`config.mk`:
```
export PLATFORM = sky130hd
export DESIGN_NAME = imem_boot_loader
export DESIGN_NICKNAME = d
export VERILOG_FILES = /design/src/rtl/imem_boot_loader_pkg.sv /design/src/rtl/imem_boot_loader.sv
export SDC_FILE = /design/constraint.sdc
export NUM_CORES = 1
export LEC_CHECK = 0
export BUFFER_PORTS_ARGS = -buffer_cell sky130_fd_sc_hd__clkbuf_2
export CAP_MARGIN = 20
export CORE_MARGIN = 4
export CORE_UTILIZATION = 37
export DETAILED_ROUTE_END_ITERATION = 16
export MAX_ROUTING_LAYER = met4
export PLACE_DENSITY = 0.82
export SYNTH_ARGS = -nofsm -noshare
export SYNTH_HDL_FRONTEND = slang
export SYNTH_SLANG_ARGS = --single-unit
```
`constraint.sdc`:
```
create_clock -name CLK -period 1.6 [get_ports CLK]
set_input_delay 0.32 -clock CLK [delete_from_list [all_inputs] [get_ports CLK]]
set_output_delay 0.32 -clock CLK [all_outputs]
set_load 0.01 [all_outputs]
```
`src/rtl/imem_boot_loader_pkg.sv`:
```
// Shared constants for the instruction-memory boot loader: memory depth,
// counter width and the 3-bit FSM state encodings.
package imem_boot_loader_pkg;

    localparam int IMEM_SIZE = 64;
    localparam int CNT_W     = $clog2(IMEM_SIZE) + 1;

    localparam logic [2:0] ST_IDLE = 3'd0;
    localparam logic [2:0] ST_CLR  = 3'd1;
    localparam logic [2:0] ST_LOAD = 3'd2;
    localparam logic [2:0] ST_FIN  = 3'd3;
    localparam logic [2:0] ST_RUN  = 3'd4;

endpackage

```
`src/rtl/imem_boot_loader.sv`:
```
// Boot loader: takes over the fetch stage's reset, write port and next-PC
// mux to stream a host program into IMem, then restarts the core at PC 0.
module imem_boot_loader
    import imem_boot_loader_pkg::*;
(
    input  logic             CLK,
    input  logic             RST,
    input  logic             START,
    input  logic [CNT_W-1:0] LEN,
    input  logic             IN_VALID,
    input  logic [31:0]      IN_DATA,
    output logic             IN_READY,
    output logic             IF_RST,
    output logic             IF_WE,
    output logic [31:0]      IF_WINS,
    output logic             PC_OVR,
    output logic [31:0]      LD_PC,
    output logic             CPU_RUN,
    output logic             BUSY,
    output logic             DONE,
    output logic             ERR
);

    localparam logic [CNT_W-1:0] LEN_MAX = CNT_W'(IMEM_SIZE);

    logic [2:0]       state;
    logic [CNT_W-1:0] cnt;
    logic [CNT_W-1:0] len_q;
    logic             err;
    logic [CNT_W-1:0] cnt_inc;
    logic [CNT_W-1:0] cnt_nxt_pc;

    assign cnt_inc    = cnt + 1'b1;
    assign cnt_nxt_pc = cnt + {{(CNT_W-1){1'b0}}, IN_VALID};

    always_ff @(posedge CLK or posedge RST) begin
        if (RST) begin
            state <= ST_IDLE;
            cnt   <= '0;
            len_q <= '0;
            err   <= 1'b0;
        end else begin
            case (state)
                ST_IDLE, ST_RUN: begin
                    if (START) begin
                        if (LEN <= LEN_MAX) begin
                            state <= ST_CLR;
                            len_q <= LEN;
                            cnt   <= '0;
                            err   <= 1'b0;
                        end else begin
                            // A bad length halts the core rather than leaving it on stale code.
                            state <= ST_IDLE;
                            err   <= 1'b1;
                        end
                    end
                end
                ST_CLR:  state <= (len_q != '0) ? ST_LOAD : ST_FIN;
                ST_LOAD: begin
                    if (IN_VALID) begin
                        cnt <= cnt_inc;
                        if (cnt_inc == len_q) state <= ST_FIN;
                    end
                end
                ST_FIN:  state <= ST_RUN;
                default: state <= ST_IDLE;
            endcase
        end
    end

    always_comb begin
        IN_READY = 1'b0;
        IF_RST   = 1'b1;
        IF_WE    = 1'b0;
        IF_WINS  = '0;
        PC_OVR   = 1'b1;
        LD_PC    = '0;
        CPU_RUN  = 1'b0;
        BUSY     = 1'b0;
        DONE     = 1'b0;
        case (state)
            ST_CLR, ST_FIN: BUSY = 1'b1;
            ST_LOAD: begin
                // PC tracks the write address: advance on accept, hold on bubble.
                IF_RST   = 1'b0;
                BUSY     = 1'b1;
                IN_READY = 1'b1;
                IF_WE    = IN_VALID;
                IF_WINS  = IN_DATA;
                LD_PC    = {{(32-CNT_W-2){1'b0}}, cnt_nxt_pc, 2'b00};
            end
            ST_RUN: begin
                IF_RST  = 1'b0;
                PC_OVR  = 1'b0;
                CPU_RUN = 1'b1;
                DONE    = 1'b1;
            end
            default: ;
        endcase
    end

    assign ERR = err;

endmodule
```
==> flow_summary.ini <==
[outcome]
status = finished with violations
violations = setup timing

[timing]
hold_viol = 0
final.setup.worst_slack_ps = -292
holdWs_ps = 51.7
maxSlewViolCount = 0
setup-violations-final = 50
grt_setup_unrepaired = true
fmax_ghz = 0.528
post-route-period-util_pct = 118
skew_ps = 3.84
finalCriticalPeriod_ps = 1890

[grt]
busiest_layer = met2
grt_usage_pct = 17.1
grt_max_degree = 19
gr-usage-met2_pct = 30.0
grtUsageMet1_pct = 21.0
grt_pass1_wl_um = 7040
antenna_found_initial = 0
grt_pass1_vias = 1561
use_met3_pct = 1.94
grt_overflow = 0

[critical_path]
r2r_slack_ps = -100
end_kind = primary output
cp-startpoint = state[2]
worstPathRequired_ps = 1280
critPathMaxStageDelay_ps = 380
timing.rr.start = cnt[0]
worstSetupEndpoint = IF_WINS[1]
cp.arrival_ps = 1570
r2r-end = state[0]
critPathSlowestCell = dfrtp_1
reg2reg_depth = 7
cp-start-kind = register
worstPathCellList = and2b_4 -> nand2b_4 -> inv_8 -> buf_12 -> clkbuf_16 -> and2_4 -> buf_6
path_class = reg2out
cp_max_fo = 6

[pwr]
max-vdd-ir-drop_uv = 1380
power_density_mw_per_mm2 = 1950
p_leak_uw = 0.00143
power.total_uw = 5520

[drt]
drt_iter0_markers = 81
ant_nets = 0
routed_wl_um = 5270
first_pass_iters = 4
wl_per_cell_um = 14.9
viasPerCell = 4.61
num_vias = 1636
drc = 0

[place]
numPlacedInstances = 334
place_area_mm2 = 0.00211
hpwl_um = 3510
port_buffers = 89
place_congestion = 0.810

[cells_and_area]
diodes = 0
final_util_pct = 70.8
layout.cells.non_filler = 355
final_nets = 352
layout-drive-gt1-share_pct = 64.6
area_growth_syn_to_layout_pct = 85.0
fin_area_mm2 = 0.00283

[clock_tree]
root_buffer = clkbuf_8
clock_latency_ps = 250
path_clk_slew_ps = 70
ctsHoldBuffers = 0
numCtsBuffers = 3
cts_num_sinks = 18
clk_path_buf_depth = 2
h-tree-depth = 1
cts_tree = yes

[floorplan]
start_util_pct = 38.3
core_area_mm2 = 0.00400
rows = 23
ios = 115
die_h_um = 72.3
die_area_mm2 = 0.00523
die_x_um = 72.3

[synth]
yosysWarnings = 0
synth_most_common_cell = and2_1
ys.flop_type = dfrtp_1
synth_commonest_cells = 35 x and2_1, 26 x buf_4, 18 x dfrtp_1
synth_edf_count = 0
yosys-top-cells-area = dfrtp_1 29%, and2_1 14%, buf_4 13%, xnor2_1 6.3%, mux2_2 4.4%
synth_top_area_share_pct = 29.4
ys_ff_latch = 18
syn_avg_cell_area_um2 = 8.50
ys_types = 37
async_flop_share_pct = 100
synth_top_cell_by_area = dfrtp_1
synth_area_mm2 = 0.00153
syn_inst = 180
yosysSeqAreaShare_pct = 29.4

[flow_run]
max-cap-violations = 0

[min_path]
holdCritPathClass = in2async
## cell type report
cell class              instances  area [um2]
flip-flops and latches         18         452
fillers                       299        1170
clock buffers                   4        55.1
multi-input cells             147        1120
repair buffers                128        1100
inverters                       8        45.0
well taps                      50        62.6
## worst min-delay path by stage
stage | from | endpoint | slack (ps)
after CTS | RST | cnt[5] | 60
after global routing | RST | cnt[4] | 80
final | RST | cnt[6] | 50
after global placement | RST | cnt[6] | 330
after detailed placement | RST | cnt[5] | 330
after floorplan | RST | ERR | 260
## routing by layer
layer,routed length (um),vias to the layer above
li1,-,796
met1,2160,780
met2,2810,52
met3,245,8
met4,63,0
met5,0,-
## cells in the final DEF, fill, tap and decap left out, types with 4 or more instances in the layout
| master | n |
|---|---|
| xnor2_1 | 11 |
| nand2_1 | 5 |
| buf_6 | 37 |
| and2_4 | 32 |
| clkbuf_8 | 4 |
| a31oi_1 | 4 |
| nor2_1 | 11 |
| clkbuf_2 | 46 |
| xor2_1 | 6 |
| buf_4 | 26 |
| buf_2 | 7 |
| mux2_2 | 6 |
| dfrtp_1 | 17 |
| conb_1 | 25 |
| buf_12 | 4 |
| inv_1 | 5 |
| buf_8 | 6 |
## through the flow
| stage | setup WS [ps] | setup TNS [ps] |
|---|---|---|
| CTS | -291 | -9630 |
| floorplan | -36.8 | -36.8 |
| global route | -371 | -12740 |
| detailed placement | -127 | -1190 |
| finish | -292 | -10230 |
| global placement | -74.7 | -500 |
## registers in the layout (all words and copies together) (netlist names)
signal  count
cnt         7
len_q       7
ERR         1
state       3
## worst max-delay path, delay by kind of cell (launching register included)
family,cells,cell delay (ps)
and+or+nand+nor,3,510
buffers and inverters,4,430
DFF,1,380
## repair_timing
item                                    in CTS  in global routing
gates cloned                                 1                  2
setup buffers                               10                  8
endpoints found under the setup margin      46                 52
resized for setup                           26                121
pin swaps                                   12                 31
## where the power goes
group / internal, uW / switching, uW
registers: 636 / 174
logic: 2540 / 1800
clock network: 219 / 153
## cells by family (layout without fill, tap and decap cells)
family / count (synthesis) / count (layout) / synth area share (%)
AND/OR/NAND/NOR: 73 / 73 / 27.7
buffers and inverters: 39 / 140 / 16.3
AO/OA/AOI/OAI: 23 / 23 / 9.73
flip-flops: 18 / 18 / 29.4
XOR/XNOR: 17 / 17 / 9.73
multiplexers: 6 / 6 / 4.42
adder cells (fa/ha/maj): 3 / 3 / 2.45
other: 1 / 25 / 0.245
Power figures use the tool's default switching activity.
